<file path="src/rtl/flash_audio_pkg.sv">
// Shared flash/audio constants and the address-generator state type.
// Also imported by the flash reader stage.
package flash_audio_pkg;

  localparam int FLASH_WORD_AW = 21;

  localparam logic [FLASH_WORD_AW-1:0] AUDIO_START = 21'h000000;
  localparam logic [FLASH_WORD_AW-1:0] AUDIO_END   = 21'h07FFFF;

  typedef enum logic {
    ST_RUN  = 1'b0,
    ST_DONE = 1'b1
  } addr_state_t;

endpackage

</file>
<file path="src/rtl/bounded_step.sv">
// Combinational one-word step inside [i_lo, i_hi] with wrap detection.
// Bounds are compared on the current address, so no carry bit is needed.
module bounded_step #(
  parameter int ADDR_W = 21
) (
  input  logic [ADDR_W-1:0] i_addr,
  input  logic              i_up,
  input  logic              i_down,
  input  logic [ADDR_W-1:0] i_lo,
  input  logic [ADDR_W-1:0] i_hi,
  output logic [ADDR_W-1:0] o_next,
  output logic              o_wrap
);

  // NOTE: every output gets a default first so no path through the block leaves it unassigned (no latch).
  always_comb begin
    o_next = i_addr;
    o_wrap = 1'b0;
    if (i_up && !i_down) begin
      if (i_addr == i_hi) begin
        o_next = i_lo;
        o_wrap = 1'b1;
      end else begin
        o_next = i_addr + ADDR_W'(1);
      end
    end else if (i_down && !i_up) begin
      if (i_addr == i_lo) begin
        o_next = i_hi;
        o_wrap = 1'b1;
      end else begin
        o_next = i_addr - ADDR_W'(1);
      end
    end
  end

endmodule

</file>
<file path="src/rtl/flash_addr_ctrl.sv">
// Flash word-address generator: steps through the audio region on reader
// inc/dec pulses, wrapping (LOOP=1) or latching done at the far end (LOOP=0).
module flash_addr_ctrl
  import flash_audio_pkg::*;
#(
  parameter int                ADDR_W     = FLASH_WORD_AW,
  parameter logic [ADDR_W-1:0] START_ADDR = AUDIO_START,
  parameter logic [ADDR_W-1:0] END_ADDR   = AUDIO_END,
  parameter int                LOOP       = 1
) (
  input  logic              clk,
  input  logic              reset_n,
  input  logic              inc,
  input  logic              dec,
  input  logic              addr_reset,
  input  logic              play,
  input  logic              reverse,
  input  logic              restart,
  output logic [ADDR_W-1:0] address,
  output logic              wrapped,
  output logic              done
);

  localparam bit STOP_AT_END = (LOOP == 0);

  addr_state_t       r_state, w_state_nxt;
  logic [ADDR_W-1:0] r_address, w_address_nxt;
  logic              r_wrapped, w_wrapped_nxt;
  logic              r_done, w_done_nxt;

  logic              w_restart;
  logic [ADDR_W-1:0] w_sp;
  logic              w_step_en, w_up, w_down;
  logic [ADDR_W-1:0] w_step_addr;
  logic              w_step_wrap;
  logic              w_stop_hit, w_fwd_stop;

  assign w_restart = addr_reset | restart;
  assign w_sp      = reverse ? END_ADDR : START_ADDR;

  // Simultaneous inc and dec cancel out, hence the XOR.
  assign w_step_en = play & (inc ^ dec) & (r_state == ST_RUN);
  assign w_up      = w_step_en &  (inc ^ reverse);
  assign w_down    = w_step_en & ~(inc ^ reverse);

  bounded_step #(
    .ADDR_W (ADDR_W)
  ) u_step (
    .i_addr (r_address),
    .i_up   (w_up),
    .i_down (w_down),
    .i_lo   (START_ADDR),
    .i_hi   (END_ADDR),
    .o_next (w_step_addr),
    .o_wrap (w_step_wrap)
  );

  // Without looping any wrap is blocked; only an inc past EP ends playback.
  assign w_stop_hit = STOP_AT_END & w_step_wrap;
  assign w_fwd_stop = w_stop_hit & inc;

  // NOTE: sequential state uses non-blocking assignments so all registers update from pre-edge values.
  always_ff @(posedge clk) begin
    if (!reset_n) begin
      r_state   <= ST_RUN;
      r_address <= START_ADDR;
      r_wrapped <= 1'b0;
      r_done    <= 1'b0;
    end else begin
      r_state   <= w_state_nxt;
      r_address <= w_address_nxt;
      r_wrapped <= w_wrapped_nxt;
      r_done    <= w_done_nxt;
    end
  end

  always_comb begin
    w_state_nxt = r_state;
    if (w_restart) begin
      w_state_nxt = ST_RUN;
    end else if (w_fwd_stop) begin
      w_state_nxt = ST_DONE;
    end
  end

  always_comb begin
    w_address_nxt = r_address;
    w_wrapped_nxt = 1'b0;
    w_done_nxt    = (w_state_nxt == ST_DONE);
    if (w_restart) begin
      w_address_nxt = w_sp;
    end else if (!w_stop_hit) begin
      w_address_nxt = w_step_addr;
      w_wrapped_nxt = w_step_wrap;
    end
  end

  assign address = r_address;
  assign wrapped = r_wrapped;
  assign done    = r_done;

endmodule

</file>
<file path="config.mk">
export PLATFORM = sky130hd
export DESIGN_NAME = flash_addr_ctrl
export DESIGN_NICKNAME = d
export VERILOG_FILES = /design/src/rtl/flash_audio_pkg.sv /design/src/rtl/bounded_step.sv /design/src/rtl/flash_addr_ctrl.sv
export SDC_FILE = /design/constraint.sdc
export NUM_CORES = 1
export LEC_CHECK = 0
export CAP_MARGIN = 20
export CORE_UTILIZATION = 30
export CTS_CLUSTER_SIZE = 40
export DETAILED_ROUTE_END_ITERATION = 8
export SETUP_SLACK_MARGIN = 0.02
export SYNTH_ARGS = -nofsm -noshare
export SYNTH_HDL_FRONTEND = slang
export SYNTH_SLANG_ARGS = --single-unit
</file>
<file path="constraint.sdc">
create_clock -name clk -period 2.2 [get_ports clk]
set_input_delay 0.66 -clock clk [delete_from_list [all_inputs] [get_ports clk]]
set_output_delay 0.66 -clock clk [all_outputs]
set_load 0.01 [all_outputs]
</file>
Yosys cells after proc, flatten, opt, wreduce, memory -nomap -nowiden. Index checks and enable logic that the tools add are counted.

Flip-flop bits (word level): 22. Bits of input ports: 8. Output and inout bits: 23. Logic and storage cells: 30.

Add/sub/neg operators: 2. Eq/ne operators: 1. Multiplexer cells: 10. Bitwise logic cells: 8. Reductions and logical operators: 7.

Operators by type and width (count): $mux W21 (5); $add A21 B1 Y21 const B (1); $eq A21 B19 Y1 const B (1); $logic_not A21 Y1 (1); $sub A21 B1 Y21 const B (1); $mux W19 (1); $mux W1 (4); $and A1 B1 Y1 (3); $reduce_bool A3 Y1 (1); $logic_and A1 B1 Y1 (2); $logic_not A1 Y1 (2); $not A1 Y1 (2); $reduce_or A2 Y1 (1); $xor A1 B1 Y1 (2); $or A1 B1 Y1 (1).

Depth between registers and ports, before layout. Gate-level depths: netlist of the first run.

Depth after elaboration: 8. Depth in mapped cells: 9. Depth with buffers taken out: 8.

By module. From an unflattened synthesis of the first run, not the netlist that was laid out.

Cells, all modules: 358. Area total of the unflattened synthesis: 2935.3 µm².

Modules (own cells, without submodules): bounded_step (times used 1, cells each 297, area each 2205.9 µm², seq. area each 0.0 µm²); flash_addr_ctrl (times used 1, cells each 61, area each 729.4 µm², seq. area each 440.4 µm²).

Least setup slack after synthesis of the first run. OpenSTA, ideal clock, no wires.

Kind: reg2reg. From: register r_address[0], in the netlist address[0]. To: register r_address[18], in the netlist address[18]. Library setup time: 76 ps. Arrival time: 2170 ps. Required time: 2124 ps. Slack: -45 ps. Stages on the path, launching flop included: 10. Path buffers: 1. Period minus slack after synthesis: 2245 ps. Cells stage by stage: dfxtp_1 inv_1 ha_1 nor4b_4 nand4b_4 or4_4 buf_6 a311oi_2 a31oi_1 o22ai_1.

Cells in the longest elaborated chain, start to end: 5. Elaborated cells on any way between the ends: 9. Classes of those cells: add/sub (2); eq/ne (1); mux (5); reduce/logical (1).

RTL lines: from (decl) (line flash_addr_ctrl.sv:27) `logic [ADDR_W-1:0] r_address, w_address_nxt;`; from (signal assigned) (line flash_addr_ctrl.sv:71) `r_address <= w_address_nxt;`; $sub A21 B1 Y21 or $logic_not A21 Y1 (tied branches) (line bounded_step.sv:31, bounded_step.sv:27); $mux W21 (line bounded_step.sv:27) `if (i_addr == i_lo) begin`; $mux W21 (line bounded_step.sv:26) `end else if (i_down && !i_up) begin`; $mux W21 * (line bounded_step.sv:19) `if (i_up && !i_down) begin`; $mux W21 * (line flash_addr_ctrl.sv:90) `if (w_restart) begin`.

Every way passes the cells marked *; elsewhere a longest branch is shown, timed or not. The select of a mux whose other input is x is not followed. A chain may end at the register's enable or synchronous reset.

Final worst setup path of the first run.
From: register r_address[1], in the netlist address[1]. To: register r_address[18], in the netlist address[18].

The elaborated chain is that of the path after synthesis.

==> metrics.cfg, run 1 <==
[sta]
setup_violations=2
max_slew_margin=0.5824
rsz0062_at_grt=true
hold_slack_ns=0.5632
hold_viol=0
drv_slew=0
period_share=1.008
fin_ws_ns=-0.01741
fin_skew_ns=0.01271
fmax_mhz=451.0
fin_crit_ns=2.217
tightest_slew_ns=0.6198

[floorplan]
io_pins=31
num_rows=29
die_area_um2=7017
die_w_um=83.77
die_h_um=83.77
start_util=0.3141
coreArea_um2=6386

[drt]
post_drt_wl_per_cell_um=16.96
via_per_inst=5.715
routed_wl_um=7258
vias=2446
final_antenna_net_count=0
drc=0
drt-initial-drc-count=236
dr.pass1.iters=5

[setup_path]
cp_data_arrival_time_ns=2.41
reg2reg_slack_ns=-0.02
required_ns=2.40
crit_path_end_kind=flop
startpoint=address[1]
reg2reg_to=address[18]
rr_worst_depth=8
reg2reg_from=address[1]
start_kind=flop
cp_max_fo=5
path_class=reg -> reg

[synth]
async_reset_ff_frac=0
syn_nets=272
synth_area_leader_cell=dfxtp_1
synth_cells=262
synth-edff-count=0
ys_types=60
synthFlopType=dfxtp_1
syn_area_um2=2006
synth-seq-area-share=0.2196
synth-seq-cells=22
avgSynthCellArea_um2=7.655
yosysTopAreaCellShare=0.2196
synth_area_leaders=dfxtp_1, a21oi_1, nand2_1
yosys_warnings=0

[run_status]
outcome=finished with violations
violations=negative setup slack

[global_routing]
grt.total_usage=0.2122
grt_start_max_net_pins=13
antenna_found_initial=0
grt_pass1_wl_um=11960
grt_pass1_vias=2469
grt-ovfl-total=0

[final_layout]
final_common_cell=buf_4
num-nets-final=363
fin_util=0.4628
syn_to_final_growth_pct=47.35
layout_common_cells=buf_4, nand2_1, clkdlybuf4s50_1, nor2_1, dfxtp_1
drive_gt1_frac=0.3362
num_antenna_cells=0

[clocking]
numCtsBuffers=3
tritoncts=yes
hold_buffers=0
clock_sinks=22
clk_latency_ns=0.28
cts-htree-levels=1
cts_max_path_buffers=2
cts_root_buf=clkbuf_8
clk_pin_slew_worst_paths_ns=0.10

[flow_run]
cap_violations=0

[worst_hold_path]
worstHoldPathCells=2
hold_start=address[20]
worstHoldPathType=reg -> reg
min_to=address[20]

[power_and_ir_drop]
power.density_nw_per_um2=427.2
power_uw=1263
ir_worst_vdd_uv=239.0
power.leakage_uw=0.001169

[placed_design]
gp_congestion=0.9189
portBuffers=29
hpwl_um=5337

power breakdown:
| part | internal (µW) | switching, µW | total (µW) | leakage, µW |
|---|---|---|---|---|
| Sequential | 426 | 27.9 | 453 | 0.000182 |
| Combinational | 266 | 262 | 527 | 0.000964 |
| Clock | 123 | 159 | 282 | 0.0000216 |
flip-flops by register name (all words and copies together) (netlist names):
name / count
address: 21
wrapped: 1
routing by layer:
metal  global-route usage  wire length, µm
met3              0.02374              504
met5                    0                0
met4               0.1032              215
met1               0.2815             3177
met2               0.3415             3361
metrics by stage:
stage	instance area [µm²]	setup TNS, ns	worst slack, ns	cells
after floorplan	2011	0	0.03356	262
after global placement	2731	-9.862	-0.5905	419
after detailed placement	2731	-9.646	-0.5876	419
after CTS	2863	-0.02231	-0.01194	426
after global routing	2955	-0.6300	-0.1221	428
final	2955	-0.03242	-0.01741	428
synth_stat cells, drive strengths merged (5+ instances only):
cell type	number
a31oi	5
and2	5
or4	6
nor4	6
a21oi	25
or3	5
buf	9
and3	7
nand2	30
xor2	8
nand4	9
nor3	5
clkbuf	7
nand3	8
inv	6
nor2	22
dfxtp	22
xnor2	10
o21ai	24
worst max-delay path, cell delays in order, from the launching register on:
cell and delay, ns:
dfxtp_2 0.33, inv_2 0.07, ha_4 0.15, nor4b_4 0.31, nand4b_4 0.16, or4_4 0.56, a311oi_2 0.32, a31oi_2 0.06
o22ai_1 0.16
cell type report:
class | instances | area [µm²]
multi-input cells | 218 | 1510
fillers | 654 | 3431
flip-flops and latches | 22 | 442.9
clock buffers | 3 | 41.29
well taps | 77 | 96.34
inverters | 6 | 22.52
repair buffers | 102 | 842.1
logic make-up after synthesis:
| family | Yosys count | share of synthesized area |
|---|---|---|
| mux | 1 | 0.004991 |
| other cells | 1 | 0.001870 |
| fa+ha+maj | 2 | 0.01247 |
| compound gates | 80 | 0.2514 |
| flops | 22 | 0.2196 |
| simple gates | 116 | 0.3356 |
| xor+xnor | 18 | 0.07860 |
| buf+inv | 22 | 0.09544 |
worst max-delay path by stage:
stage	cells after the start	slack, ns	endpoint
floorplan	9	0.03	address[18]
global placement	8	-0.59	address[7]
detailed placement	8	-0.59	address[3]
CTS	9	-0.01	address[17]
global route	8	-0.12	address[18]
finish	8	-0.02	address[18]
timing repair:
item | CTS | global route
setup endpoints to repair | 22 | 19
pin swaps | 13 | 7
buffers inserted | 4 | 2
gates resized for setup | 18 | 18
Note: power is estimated with default switching activity, not from simulation.
==> run 2: changes to the inputs <==
--- a/config.mk
+++ b/config.mk
@@ -9,6 +9,7 @@
 export CORE_UTILIZATION = 30
 export CTS_CLUSTER_SIZE = 40
 export DETAILED_ROUTE_END_ITERATION = 8
+export HOLD_SLACK_MARGIN = 0.05
 export SETUP_SLACK_MARGIN = 0.02
 export SYNTH_ARGS = -nofsm -noshare
 export SYNTH_HDL_FRONTEND = slang
==> results of run 2 <==
The final DEF is identical to that of run 1; final timing and power are the same.
==> edit 1 (flow settings as in run 2) <==
Set the package constant `FLASH_WORD_AW` to 42 (it was 21).
--- a/src/rtl/flash_audio_pkg.sv
+++ b/src/rtl/flash_audio_pkg.sv
@@ -2,7 +2,7 @@
 // Also imported by the flash reader stage.
 package flash_audio_pkg;
 
-  localparam int FLASH_WORD_AW = 21;
+  localparam int FLASH_WORD_AW = 42;
 
   localparam logic [FLASH_WORD_AW-1:0] AUDIO_START = 21'h000000;
   localparam logic [FLASH_WORD_AW-1:0] AUDIO_END   = 21'h07FFFF;
Interface: changed (resized address); port bits go from 31 to 52. The function was not compared with the original's and may differ.
==> edit 1 against run 2 <==
The flow still finishes with violations (negative setup slack). Sequential share of layout area fell by 1.7 points. Final area rose by 120%. Combinational power rose by 59%. Sequential cell count rose by 21. Setup slack got worse by 410 ps. Cell count rose by 110%. Area after synthesis rose by 88%. Total power rose by 94%. Routed wire length rose by 140%. Utilization rose by 8.1 points. Worst hold slack improved by 14 ps. Non-clock buffer count rose by 157. Critical path depth fell by 1. Count of clock-buffer cells in the layout rose by 3. Highest routed layer unchanged.
==> edit 1: results (changes against run 2) <==
* DPL Wire Length at 13.2 mm (+150%)
* Critical Path AT at 2840 ps (+430 ps)
* Layout fillers at 1144 (+75%)
* HP Start: address[31]$_SDFFE_PN0P_
* Share of layout cells above drive strength 1 at 42.8% (+9.2 points)
* Worst VDD drop at 0.240 mV (+0.41%)
* Clock skew at 11.8 ps (-0.871 ps)
* Status: finished with violations
* DRT Wirelength at 17.6 mm (+140%)
* CTS Buf Count at 5 (+2)
* Worst path max stage delay at 600 ps (+40 ps)
* Routed vias at 5309 (+120%)
* Synth top area cells: dfxtp_1 (23%), nor2_1 (4.4%), nand2_1 (4.1%)
* Vias in the first global route at 5201 (+110%)
* Sequential power at 834 uW (+84%)
* Largest net degree at the start of global routing at 16 (+3)
* R2R cell count at 7 (-1)
* CP endpoint: address[17]$_SDFFE_PN0P_
* R2r setup slk at -430 ps (-410 ps)
* First-pass GRT wire length at 27.5 mm (+130%)
* WHS at 577 ps (+14.3 ps)
* Post-synthesis sequential area ratio at 22.9% (+0.90 points)
* Worst flop-to-flop path startpoint: address[37]$_SDFFE_PN0P_
* Syn nets at 526 (+93%)
* P_sw at 818 uW (+82%)
* Hold endpoint: address[31]$_SDFFE_PN0P_
* Clock Pin Slew Worst Setup and Hold Paths at 70 ps (-30 ps)
* CTS HTree Levels at 2 (+1)
* Mux contribution to synthesized area at 2.66% (+2.2 points)
* XOR/XNOR share of the synthesized area at 3.49% (-4.4 points)
* Clk Latency, worst-skew pair at 310 ps (+30 ps)
* Failing checks: negative setup slack
* Compound-Gate Fraction of Synth Area at 25.8% (+0.67 points)
* All-Layer GR Usage at 27.4% (+6.2 points)
* Distinct cells, synth at 77 (+28%)
* Final setup TNS at -12540 ps (-12500 ps)
* # nets final at 750 (+110%)
* Max reg flops at 42 (+100%)
* Comb power at 837 uW (+59%)
* I/O Buffers at 50 (+72%)
* Top post-synthesis cells by count: nor2_1 (44), dfxtp_1 (43), nand2_1 (41)
* Root Driver: clkbuf_16
* Detailed Route Iter0 Violations at 321 (+36%)
* Fin worst setup slack at -428 ps (-411 ps)
* Number of setup violations in the final report at 43 (+41)
* Synth top area share at 22.9% (+0.90 points)
* Placer Congestion at 0.956 (+4.1%)
* Slowest CP cell: or4b_4
[edit 1: layer usage]
metal	global-route usage, %	routed length [um]
met4	13.9	787
met1	33.5	7470
met3	5.84	1110
met5	0	0
met2	45.4	8250
[edit 1: repair_timing]
item	CTS	global route
setup buffers	21	9
gates cloned	1	0
gates resized for setup	57	51
pin swaps	25	45
endpoints found under the setup margin	43	44
hold buffers	0	0
[edit 1: cell type report]
cell class	count	share of cell area, %
repair buffers	259	33.5
clock inverters	2	0.190
flip-flops and latches	43	13.3
inverters	12	0.684
well taps	168	3.19
multi-input cells	419	47.2
clock buffers	6	1.96
[edit 1: metrics by stage]
stage	power [mW]	setup WS (ps)	std cells	utilization [%]	area, um^2
5_1_grt	2.56	-485	909	54.3	6580
2_1_floorplan	1.20	-481	516	-	3920
3_3_place_gp	1.57	-729	872	47.6	5760
3_5_place_dp	1.58	-776	872	47.6	5760
6_report	2.45	-428	909	54.3	6580
4_1_cts	2.42	-433	902	52.0	6300
==> edit 2 (config.mk and constraints of run 2) <==
Without the edit above. Reset style: asynchronous (`reset_n`), changed in one clocked block.
--- a/src/rtl/flash_addr_ctrl.sv
+++ b/src/rtl/flash_addr_ctrl.sv
@@ -60,7 +60,7 @@
   assign w_fwd_stop = w_stop_hit & inc;
 
   // NOTE: sequential state uses non-blocking assignments so all registers update from pre-edge values.
-  always_ff @(posedge clk) begin
+  always_ff @(posedge clk or negedge reset_n) begin
     if (!reset_n) begin
       r_state   <= ST_RUN;
       r_address <= START_ADDR;
Function: differs if reset_n is asserted again (counterexample within 4 cycles, from zero or initial values and one cycle with reset_n low); with reset_n held inactive, the same outputs for 10 cycles.
==> edit 2 against run 2 <==
The run ends with design-rule violations left. Setup slack improved by 86 ps. Combinational power rose by 30%. Non-clock buffer count fell by 1. Utilization rose by 1.6 points. Highest routed layer unchanged. Area after synthesis rose by 0.44%. Routed wire length fell by 8.9%. Total power rose by 27%. Sequential cell count did not move. Final area rose by 3.9%. First-iteration DRC count fell by 43%. Sequential share of layout area rose by 3.1 points.
==> edit 2: results (changes against run 2) <==
* Post-Synthesis Cells at 257 (-1.9%)
* DPL Wire Length at 5.06 mm (-5.1%)
* Main synth FF type: dfrtp_1
* # nets final at 351 (-3.3%)
* Distinct cells, synth at 56 (-6.7%)
* Instance area at placement at 0.00285 mm^2 (+4.3%)
* Met2 Use GR at 30.6% (-3.6 points)
* DRT Pass-1 Iters at 7 (+2)
* Detailed Route Iter0 Violations at 135 (-43%)
* Worst VDD drop at 0.247 mV (+3.2%)
* First-pass GRT wire length at 10.6 mm (-11%)
* DRT Wirelength at 6.61 mm (-8.9%)
* Failing checks: design-rule violations
* Lkg Pwr at 1.31 nW (+12%)
* Async SR Flop Fraction at 100% (+100 points)
* Drt drc at 2 (+2)
* Critical Path AT at 2290 ps (-120 ps)
* Synth top area cells: dfrtp_1 (27%), nand2_1 (4.5%), a21oi_1 (4.0%)
* Status: finished with violations
* Largest net degree at the start of global routing at 23 (+10)
* Layout fillers at 611 (-6.6%)
* Clock skew at 14.2 ps (+1.46 ps)
* Share of layout cells above drive strength 1 at 30.9% (-2.7 points)
* GR Util met3 at 1.88% (-0.49 points)
* Placed insts at 410 (-2.1%)
* Post-synthesis sequential area ratio at 27.3% (+5.4 points)
* Placer Congestion at 0.944 (+2.8%)
* Post-Place Setup Slack at -331 ps (+257 ps)
* All-Layer GR Usage at 18.8% (-2.5 points)
* Top post-synthesis cells by count: nand2_1 (24), dfrtp_1 (22), nor2_1 (19)
* Via density at 5.62 (-1.7%)
* Wire length per cell at 15.9 um (-6.5%)
## edit 2: cell count changes after synthesis, sizes merged, moves of 4 or more
cell    before  now
xnor2       10    6
o311ai       1    7
dfrtp        0   22
nand4        9    4
nand2       30   24
dfxtp       22    0
nor3         5    9
a21oi       25   16
clkbuf       7   13
or4          6    2
o211ai       0    4
## edit 2: cell type report
cell class,instances,share of cell area [%]
tap,77,3.14
inverter,3,0.367
sequential,22,18.0
timing repair buffer,101,28.8
multi-input combinational,210,47.3
clock buffer,3,1.34
clock inverter,1,0.978
## edit 2: kinds of logic (layout without fill, tap and decap cells)
logic type	Yosys count	in the layout	synth area share, %
AND/OR/NAND/NOR	110	110	31.4
AO/OA/AOI/OAI	82	82	27.1
buffers and inverters	25	108	5.96
flip-flops	22	22	27.3
XOR/XNOR	11	11	4.78
multiplexers	4	4	1.99
adder cells (fa/ha/maj)	2	2	1.24
other	1	1	0.186
## edit 2: worst reg2reg max path, stage by stage (launching register included)
cell and delay (ps):
dfrtp_2 440, nor4_4 380, nand4b_4 170, or4_4 500, buf_4 180, a31oi_1 140
o21ai_0 130, o311ai_1 80
## edit 2: path summary, 6_finish.rpt
check | end | from | depth (start not counted) | slack [ps]
min in group asynchronous | address[9]$_DFFE_PN0P_ | reset_n | 2 | 740
max in group asynchronous | address[5]$_DFFE_PN0P_ | reset_n | 2 | 1210
min | address[1]$_DFFE_PN0P_ | address[1]$_DFFE_PN0P_ | 2 | 630
min reg2reg | address[1]$_DFFE_PN0P_ | address[1]$_DFFE_PN0P_ | 2 | 630
max | address[15]$_DFFE_PN0P_ | address[8]$_DFFE_PN0P_ | 7 | 70
max reg2reg | address[15]$_DFFE_PN0P_ | address[8]$_DFFE_PN0P_ | 7 | 70
## edit 2: per-stage QoR
| step | utilization, % | TNS (ps) |
|---|---|---|
| 5_1_grt | 47.8 | 0 |
| 6_report | 47.8 | 0 |
| 2_1_floorplan | - | 0 |
| 3_5_place_dp | 44.3 | -4710 |
| 3_3_place_gp | 44.3 | -4330 |
| 4_1_cts | 45.7 | 0 |
## edit 2: repair_timing
item,in CTS,in global routing
setup endpoints to repair,6,20
pin swaps,1,5
hold buffers,0,0
setup buffers,0,2
resized for setup,4,27
gates cloned,0,1
## edit 2: routing by layer
metal	wire, um	up-vias
met5	0	-
met4	81	0
met3	330	6
met2	3090	67
met1	3110	1136
li1	-	1134
## edit 2: power by group
group	internal [mW]	total, mW	switching [mW]
Combinational	0.349	0.684	0.335
Sequential	0.456	0.526	0.0700
Clock	0.243	0.393	0.150
Total	1.05	1.60	0.555
